## src/rtl/fir_seq_controller_pkg.sv

```systemverilog
// Shared types and register-map helpers for the FIR sequencing controller.
package fir_ctrl_pkg;

  // ALU operation codes understood by the FIR datapath.
  typedef enum logic [2:0] {
    OP_NOP   = 3'd0,
    OP_COPY  = 3'd1,
    OP_LOAD1 = 3'd2,
    OP_LOAD2 = 3'd3,
    OP_ADD   = 3'd4,
    OP_SUB   = 3'd5,
    OP_MUL   = 3'd6
  } op_t;

  // Controller states.
  typedef enum logic [3:0] {
    ST_IDLE  = 4'd0,
    ST_EIDLE = 4'd1,
    ST_STORE = 4'd2,
    ST_ZERO  = 4'd3,
    ST_SHIFT = 4'd4,
    ST_MUL   = 4'd5,
    ST_ACC   = 4'd6,
    ST_LOAD  = 4'd7,
    ST_LWAIT = 4'd8
  } state_t;

  // Sample history slot k (R1 holds the oldest sample).
  function automatic logic [3:0] sample_addr(input logic [2:0] k);
    return {1'b0, k};
  endfunction

  // Coefficient ck lives just above the staging register R(N+1).
  function automatic logic [3:0] coef_addr(input logic [2:0] k, input logic [2:0] n);
    return {1'b0, n} + 4'd1 + {1'b0, k};
  endfunction

  // Product scratch register sits above the last coefficient.
  function automatic logic [3:0] temp_addr(input logic [2:0] n);
    return {n, 1'b0} + 4'd2;
  endfunction

endpackage

```

## src/rtl/fir_seq_controller_if.sv

```systemverilog
// Handshake and register-file control bundle between controller and FIR datapath.
interface fir_seq_controller_if;
  import fir_ctrl_pkg::*;

  logic       dr;
  logic       lc;
  logic       overflow;
  logic       cnt_up;
  logic       clear;
  logic       modwait;
  op_t        op;
  logic [3:0] src1;
  logic [3:0] src2;
  logic [3:0] dest;
  logic       err;

  modport master (
    input  dr, lc, overflow,
    output cnt_up, clear, modwait, op, src1, src2, dest, err
  );

  modport slave (
    output dr, lc, overflow,
    input  cnt_up, clear, modwait, op, src1, src2, dest, err
  );
endinterface

```

## src/rtl/fir_seq_controller_chk.sv

```systemverilog
// Elaboration-time guard on the tap count (register map must fit in 4-bit addresses).
module fir_seq_controller_chk #(
  parameter int NUM_TAPS = 4
);
  if ((NUM_TAPS < 2) || (NUM_TAPS > 6)) begin : g_bad_taps
    $fatal(1, "fir_seq_controller: NUM_TAPS=%0d outside 2..6", NUM_TAPS);
  end
endmodule

```

## src/rtl/fir_seq_controller.sv

```systemverilog
// Counter-driven sequencer for an N-tap FIR: coefficient load, sample shift and MAC loop.
module fir_seq_controller
  import fir_ctrl_pkg::*;
#(
  parameter int          NUM_TAPS  = 4,
  parameter logic [5:0]  SIGN_MASK = 6'b010101
) (
  input logic                  clk,
  input logic                  n_reset,
  fir_seq_controller_if.master bus
);

  localparam logic [2:0] N_K = 3'(NUM_TAPS);

  state_t     state_r;
  state_t     state_s;
  logic [2:0] k_r;
  logic [2:0] k_s;
  logic       modwait_r;

  op_t        op_s;
  logic [3:0] src1_s;
  logic [3:0] src2_s;
  logic [3:0] dest_s;
  logic       cnt_up_s;
  logic       clear_s;
  logic       err_s;
  logic [2:0] tap_idx_s;

  fir_seq_controller_chk #(.NUM_TAPS(NUM_TAPS)) u_chk ();

  // State and tap counter registers; reset aborts any sequence straight to IDLE.
  always_ff @(posedge clk or negedge n_reset) begin
    if (!n_reset) begin
      state_r <= ST_IDLE;
      k_r     <= 3'd0;
    end else begin
      state_r <= state_s;
      k_r     <= k_s;
    end
  end

  // Busy flag: high the cycle after any working state.
  always_ff @(posedge clk or negedge n_reset) begin
    if (!n_reset) begin
      modwait_r <= 1'b0;
    end else begin
      modwait_r <= !((state_r == ST_IDLE) || (state_r == ST_EIDLE) || (state_r == ST_LWAIT));
    end
  end

  // Next-state and tap counter update.
  always_comb begin
    state_s = state_r;
    k_s     = k_r;
    case (state_r)
      ST_IDLE, ST_EIDLE: begin
        if (bus.lc) begin
          state_s = ST_LOAD;
          k_s     = 3'd1;
        end else if (bus.dr) begin
          state_s = ST_STORE;
        end else begin
          state_s = state_r;
        end
      end
      ST_STORE: begin
        if (bus.dr) begin
          state_s = ST_ZERO;
        end else begin
          state_s = ST_EIDLE;
        end
      end
      ST_ZERO: begin
        state_s = ST_SHIFT;
        k_s     = 3'd1;
      end
      ST_SHIFT: begin
        if (k_r < N_K) begin
          k_s = k_r + 3'd1;
        end else begin
          state_s = ST_MUL;
        end
      end
      ST_MUL: begin
        state_s = ST_ACC;
      end
      ST_ACC: begin
        if (bus.overflow) begin
          state_s = ST_EIDLE;
        end else if (k_r > 3'd1) begin
          state_s = ST_MUL;
          k_s     = k_r - 3'd1;
        end else begin
          state_s = ST_IDLE;
        end
      end
      ST_LOAD: begin
        if (k_r < N_K) begin
          state_s = ST_LWAIT;
        end else begin
          state_s = ST_IDLE;
        end
      end
      ST_LWAIT: begin
        if (bus.lc) begin
          state_s = ST_LOAD;
          k_s     = k_r + 3'd1;
        end else begin
          state_s = ST_LWAIT;
        end
      end
      default: begin
        state_s = ST_IDLE;
        k_s     = 3'd0;
      end
    endcase
  end

  // Datapath control decoded from state and tap counter.
  always_comb begin
    op_s      = OP_NOP;
    src1_s    = 4'd0;
    src2_s    = 4'd0;
    dest_s    = 4'd0;
    cnt_up_s  = 1'b0;
    clear_s   = 1'b0;
    err_s     = 1'b0;
    tap_idx_s = k_r - 3'd1;
    case (state_r)
      ST_EIDLE: begin
        err_s = 1'b1;
      end
      ST_STORE: begin
        op_s   = OP_LOAD1;
        dest_s = coef_addr(3'd0, N_K);
      end
      ST_ZERO: begin
        op_s     = OP_SUB;
        cnt_up_s = 1'b1;
      end
      ST_SHIFT: begin
        op_s   = OP_COPY;
        src1_s = sample_addr(k_r + 3'd1);
        dest_s = sample_addr(k_r);
      end
      ST_MUL: begin
        op_s   = OP_MUL;
        src1_s = sample_addr(k_r);
        src2_s = coef_addr(k_r, N_K);
        dest_s = temp_addr(N_K);
      end
      ST_ACC: begin
        if (SIGN_MASK[tap_idx_s]) begin
          op_s = OP_SUB;
        end else begin
          op_s = OP_ADD;
        end
        src2_s = temp_addr(N_K);
      end
      ST_LOAD: begin
        op_s    = OP_LOAD2;
        dest_s  = coef_addr(k_r, N_K);
        clear_s = 1'b1;
      end
      default: begin
        op_s = OP_NOP;
      end
    endcase
  end

  assign bus.op      = op_s;
  assign bus.src1    = src1_s;
  assign bus.src2    = src2_s;
  assign bus.dest    = dest_s;
  assign bus.cnt_up  = cnt_up_s;
  assign bus.clear   = clear_s;
  assign bus.err     = err_s;
  assign bus.modwait = modwait_r;

endmodule

```

## src/flat_wrapper.sv

```systemverilog
// flat-port wrapper written by rule: the top's interface ports become plain ports
module fir_seq_controller_flat import fir_ctrl_pkg::*;
#(
  parameter int          NUM_TAPS  = 4,
  parameter logic [5:0]  SIGN_MASK = 6'b010101
)
  (clk, n_reset, bus_dr, bus_lc, bus_overflow, bus_cnt_up, bus_clear, bus_modwait, bus_op, bus_src1, bus_src2, bus_dest, bus_err);
  fir_seq_controller_if bus_i ();
  input logic clk;
  input logic n_reset;
  input wire logic [$bits(bus_i.dr)-1:0] bus_dr;
  input wire logic [$bits(bus_i.lc)-1:0] bus_lc;
  input wire logic [$bits(bus_i.overflow)-1:0] bus_overflow;
  output wire logic [$bits(bus_i.cnt_up)-1:0] bus_cnt_up;
  output wire logic [$bits(bus_i.clear)-1:0] bus_clear;
  output wire logic [$bits(bus_i.modwait)-1:0] bus_modwait;
  output wire logic [$bits(bus_i.op)-1:0] bus_op;
  output wire logic [$bits(bus_i.src1)-1:0] bus_src1;
  output wire logic [$bits(bus_i.src2)-1:0] bus_src2;
  output wire logic [$bits(bus_i.dest)-1:0] bus_dest;
  output wire logic [$bits(bus_i.err)-1:0] bus_err;
  assign bus_i.dr = bus_dr;
  assign bus_i.lc = bus_lc;
  assign bus_i.overflow = bus_overflow;
  assign bus_cnt_up = bus_i.cnt_up;
  assign bus_clear = bus_i.clear;
  assign bus_modwait = bus_i.modwait;
  assign bus_op = bus_i.op;
  assign bus_src1 = bus_i.src1;
  assign bus_src2 = bus_i.src2;
  assign bus_dest = bus_i.dest;
  assign bus_err = bus_i.err;
  fir_seq_controller #(.NUM_TAPS(NUM_TAPS), .SIGN_MASK(SIGN_MASK)) u_core (.clk(clk), .n_reset(n_reset), .bus(bus_i));
endmodule
```

## config.mk

```make
export PLATFORM = sky130hd
export DESIGN_NAME = fir_seq_controller_flat
export DESIGN_NICKNAME = d
export VERILOG_FILES = /design/src/rtl/fir_seq_controller_pkg.sv /design/src/rtl/fir_seq_controller_if.sv /design/src/rtl/fir_seq_controller_chk.sv /design/src/rtl/fir_seq_controller.sv /design/src/flat_wrapper.sv
export SDC_FILE = /design/constraint.sdc
export NUM_CORES = 1
export LEC_CHECK = 0
export ABC_AREA = 1
export BUFFER_PORTS_ARGS = -buffer_cell sky130_fd_sc_hd__buf_2
export CELL_PAD_IN_SITES_DETAIL_PLACEMENT = 0
export CELL_PAD_IN_SITES_GLOBAL_PLACEMENT = 2
export CORE_MARGIN = 5
export CORE_UTILIZATION = 25
export DETAILED_ROUTE_END_ITERATION = 8
export PLACE_DENSITY_LB_ADDON = 0.1
export SKIP_LAST_GASP = 1
export SLEW_MARGIN = 20
export SYNTH_ARGS = -nofsm -noshare
export SYNTH_HDL_FRONTEND = slang
export SYNTH_SLANG_ARGS = --single-unit
```

## constraint.sdc

```tcl
create_clock -name clk -period 1.6 [get_ports clk]
set_input_delay 0.32 -clock clk [delete_from_list [all_inputs] [get_ports clk]]
set_output_delay 0.32 -clock clk [all_outputs]
set_load 0.02 [all_outputs]
```

Word level (Yosys, flattened, before mapping)
Memory sizes are Yosys's and may differ from the RTL's.
Index checks and enable logic that the tools add are counted.
{ "totals": {"register_bits": 8, "romBits": 8, "in_bits": 5, "out_inout_bits": 19, "wordCells": 58, "mem_count": 1} }
{ "op_classes": {"n_addsub": 3, "n_lt_le_gt_ge": 3, "n_eq_ne": 15, "n_mux": 24, "bitwise_logic": 1, "n_reduce_logical": 8} }
{ "memory_table": {"columns": ["memory", "words", "word_bits", "read_ports", "rd_ports_with_merged_regs", "write_ports", "line_no", "source"], "rows": [
  ["(no name shown)", 8, 1, 1, 0, 0, "fir_seq_controller.sv:154", "if (SIGN_MASK[tap_idx_s]) begin"]
]} }
{ "ops": {"columns": ["cell", "n"], "rows": [
  ["3-bit case mux with 6 select lines", 2],
  ["4-bit case mux with 8 select lines", 1],
  ["4-bit two-way mux", 6],
  ["3-bit two-way mux", 6],
  ["4-bit by 3-bit equality test with 1-bit output (second input constant)", 4],
  ["4-bit case mux with 4 select lines", 1],
  ["4-bit by 2-bit equality test with 1-bit output (second input constant)", 2],
  ["2-bit inequality test (second input constant)", 4],
  ["4-bit case mux with 2 select lines", 1],
  ["3-bit case mux with 2 select lines", 1],
  ["6-bit AND reduction", 1],
  ["1-bit two-way mux", 5],
  ["3-bit by 3-bit adder with 4-bit output (first input constant)", 1],
  ["4-bit by 1-bit equality test with 1-bit output (second input constant)", 1],
  ["4-bit equality test (second input constant)", 1],
  ["4-bit zero test", 1],
  ["3-bit by 4-bit less-than comparator with 1-bit output (second input constant)", 1],
  ["2-bit by 1-bit inequality test with 1-bit output (second input constant)", 2],
  ["3-bit by 1-bit adder with 3-bit output (second input constant)", 1],
  ["3-bit by 1-bit greater-than comparator with 1-bit output (second input constant)", 1],
  ["3-bit less-than comparator (second input constant)", 1],
  ["3-bit inequality test (second input constant)", 1],
  ["3-bit OR reduction", 1],
  ["3-bit by 1-bit subtractor with 3-bit output (second input constant)", 1],
  ["6 further kinds", 7]
]} }

Logic depth before layout (Yosys ltp)
{ "logic_depth": {"depth_word": 5, "mapped_depth": 9, "ltp_nobuf": 9} }

Least setup slack after synthesis
No wires, ideal clock.
{ "synth_timing": {"kind": "reg2out", "start": "register u_core.state_r[3]", "end": "output bus_src2[1]", "arrival_ns": 1.388, "required_ns": 1.280, "setup_slack_ns": -0.108, "path_stages_with_launch": 7, "path_buffers": 1, "cell_sequence": "dfrtp_1 inv_2 nand2_2 nor2_4 nand2_1 buf_6 o21ai_0"} }
{ "synth_via": {"elab_chain_cells": 2, "elab_cells_between_ends": 3, "cone_classes": "eq/ne (2); mux (1)"} }
{ "synth_lines": {"columns": ["element", "line_no", "source"], "rows": [
  ["from (decl)", "fir_seq_controller.sv:15", "state_t state_r;"],
  ["from (signal assigned)", "fir_seq_controller.sv:38", "state_r <= state_s;"],
  ["4-bit by 3-bit equality test with 1-bit output", "fir_seq_controller.sv:130", "case (state_r)"],
  ["4-bit case mux with 2 select lines *", "fir_seq_controller.sv:130", null],
  ["to (decl)", "flat_wrapper.sv:19", "output wire logic [$bits(bus_i.src2)-1:0] bus_src2;"]
]} }
Mark *: on every way between the ends. The rest lies on a longest branch, timed or not.

Final worst setup path
{ "layout_timing": {"start": "register u_core.state_r[3]", "end": "output bus_dest[0]"} }
{ "layout_via": {"elab_chain_cells": 2, "elab_cells_between_ends": 5, "cone_classes": "eq/ne (4); mux (1)"} }
{ "layout_lines": {"columns": ["element", "line_no", "source"], "rows": [
  ["4-bit by 3-bit equality test with 1-bit output or 4-bit by 2-bit equality test with 1-bit output (tied branches)", "fir_seq_controller.sv:130", null],
  ["4-bit case mux with 4 select lines *", "fir_seq_controller.sv:130", null],
  ["to (decl)", "flat_wrapper.sv:20", "output wire logic [$bits(bus_i.dest)-1:0] bus_dest;"]
]} }
Marks and branches as above.

==> out/results.txt <==
number of H-tree levels - 1
Post-Syn Instances - 132
wirelength, routed - 2880 um
RSZ-0062 raised after global routing - true
sequential area share after synthesis - 0.251
largest net degree at the start of global routing - 9
fmax - 561 MHz
CTS tree - built
Pwr Density - 2420 nW/um^2
commonest cells in the netlist - nand2_1 (41), nor2_1 (18), inv_1 (13), nand3_1 (10)
clk_skew - 0.00709 ns
antenna-violating nets left - 0
Num CTS Buffers - 3
Wirelength per Cell - 12.4 um
Clock Path Buffers - 2
worst IR drop on VDD - 0.726 mV
CP endpoint kind - output pin
die height - 66.5 um
Final HPWL DP - 2170 um
worst reg2reg path startpoint - u_core.state_r[1]
prevailing post-synth register cell - dfrtp_1
count of cell types in the netlist - 23
dpl ws - -0.00772 ns
first-pass GRT wire length - 4570 um
Overall Global Routing Usage - 0.134
Pre-Repair DR Iteration Count - 4
fraction of layout cells with a size suffix above 1 - 0.532
ANT cells - 0
number of global-route vias before repair - 988
Worst setup SP type - register
hold_ws - 0.441 ns
Max Cap Viol - 0
register bit count reported by yosys - 8
Final setup viols - 16
Final Cycle Share - 1.11
Final Hold Viols - 0
Synth area leader - dfrtp_1
Static Leak - 0.783 nW
r2r setup slk - 0.07 ns
Slew Limit Fails - 0
Core Area - 3050 sq um
most numerous cell in the Yosys netlist - nand2_1
FP Rows - 20
Post-Syn Area - 797 sq um
mean post-synth cell area - 6.04 sq um
IO Count - 24
crit path capture - bus_dest[0]
HP Class - in2async
FF-to-FF path depth - 11
Synth top area share - 0.251
worst skew pair latency - 0.25 ns
Die Area - 4420 sq um
minimum clock period - 1.78 ns
critical path class - reg2out
Setup WS post-layout - -0.182 ns
synth top area cells - dfrtp_1 (25%), nand2_1 (19%), nor2_1 (8.5%)
Initial DRC Count - 42
vias per std cell - 4.46
Arr. time, crit path - 1.46 ns
RD Place Congestion - 0.797
vias - 1,035
TritonCTS Sinks - 8
Ys Warns - 0
Post-synth EDFFs - 0
Remaining DRCs - 0
CTS root buf - clkbuf_4
GRT overflow - 0
Die X - 66.5 um
failing checks - negative setup slack
Synth Net Count - 139
crit path launch - u_core.state_r[3]
Synth async-reset ratio - 1.00
area delta synth->final - 82.6%
initial antenna violation count - 0
Max FO, Critical Path - 5
WP data required - 1.28 ns
status - complete, but fails checks
clk slew on worst S/H paths - 0.06 ns
Buffers on Ports - 22
Initial Util - 0.261
Post-layout nets - 197
FF-to-FF End - u_core.state_r[0]
==> metal layers <==
| layer | wire [um] | up-vias | global-route usage |
|---|---|---|---|
| met5 | 0 | - | 0 |
| met4 | 30 | 0 | 0.0355 |
| met3 | 113 | 4 | 0.0270 |
| met2 | 1450 | 22 | 0.229 |
| met1 | 1280 | 486 | 0.171 |
| li1 | - | 523 | - |
==> state kept, by name, summed over array words and instances (netlist names) <==
register            flops
u_core.bus.modwait      1
u_core.k_r              3
u_core.state_r          4
==> timing repair <==
| item | in CTS | in global routing |
|---|---|---|
| gates cloned | 0 | 0 |
| setup endpoints to repair | 17 | 18 |
| gates resized for setup | 47 | 21 |
| endpoints found under the hold margin | 8 | 0 |
| pin swaps | 11 | 7 |
| setup buffers | 15 | 5 |
| hold buffers | 1 | 0 |
==> cell families (layout without fill, tap and decap cells) <==
group | count (synthesis) | after routing | share of synthesized area
DFF | 8 | 8 | 0.251
adders and majority gates | 2 | 2 | 0.0314
other | 1 | 1 | 0.00471
buffers and inverters | 22 | 78 | 0.119
xor gates and xnor gates | 2 | 2 | 0.0220
AOI/OAI and AO/OA | 17 | 17 | 0.119
and+or+nand+nor | 80 | 80 | 0.452
==> final cells by class <==
cell class	count	area (sq um)
fillers	329	1600
multi-input cells	102	642
repair buffers	56	457
flip-flops and latches	8	205
inverters	19	73.8
well taps	44	55.1
clock buffers	3	22.5
==> how the worst min path moves through the flow <==
stage,depth (start not counted),end,slack (ns),start
after floorplan,0,u_core.bus.modwait,0.02,n_reset
after global placement,1,u_core.state_r[1],0.17,n_reset
after detailed placement,1,u_core.state_r[2],0.18,n_reset
after CTS,5,u_core.state_r[0],0.44,bus_lc
after global routing,2,u_core.bus.modwait,0.45,n_reset
final,2,u_core.state_r[2],0.44,n_reset
==> per-stage QoR <==
step | power (W) | cell area [sq um] | util | instances | setup TNS [ns]
6_report | 0.00352 | 1460 | 0.477 | 232 | -1.91
3_3_place_gp | 0.00243 | 1040 | 0.341 | 208 | -0.00841
4_1_cts | 0.00323 | 1340 | 0.439 | 227 | -1.80
5_1_grt | 0.00378 | 1460 | 0.477 | 232 | -3.04
3_5_place_dp | 0.00241 | 1040 | 0.341 | 208 | -0.00772
2_1_floorplan | 0.00174 | 803 | - | 132 | 0
==> report_power, final <==
part           internal, W  total (W)  leakage, nW  switching, W
Sequential        0.000307   0.000442       0.0955      0.000135
Clock            0.0000857   0.000153       0.0138     0.0000670
Combinational      0.00132    0.00292        0.674       0.00161
==> cells in the final DEF, fill, tap and decap left out, drive strengths merged <==
cell / instances
xnor2: 1
a21oi: 2
nor2: 24
o211ai: 2
dfrtp: 8
clkbuf: 3
buf: 55
o22ai: 1
nand2: 46
o221ai: 1
inv: 19
o21ai: 11
conb: 1
nand3: 10
dlygate4sd3: 1
xor2: 1
ha: 2
==> critical path: stages, from the launching register on <==
cell      delay [ns]
dfrtp_2         0.43
buf_6           0.12
nor2_4          0.14
nand2_4         0.11
inv_4           0.09
nand2_1         0.05
o211ai_1        0.09
buf_4           0.18
Note: power is estimated with default switching activity, not from simulation.
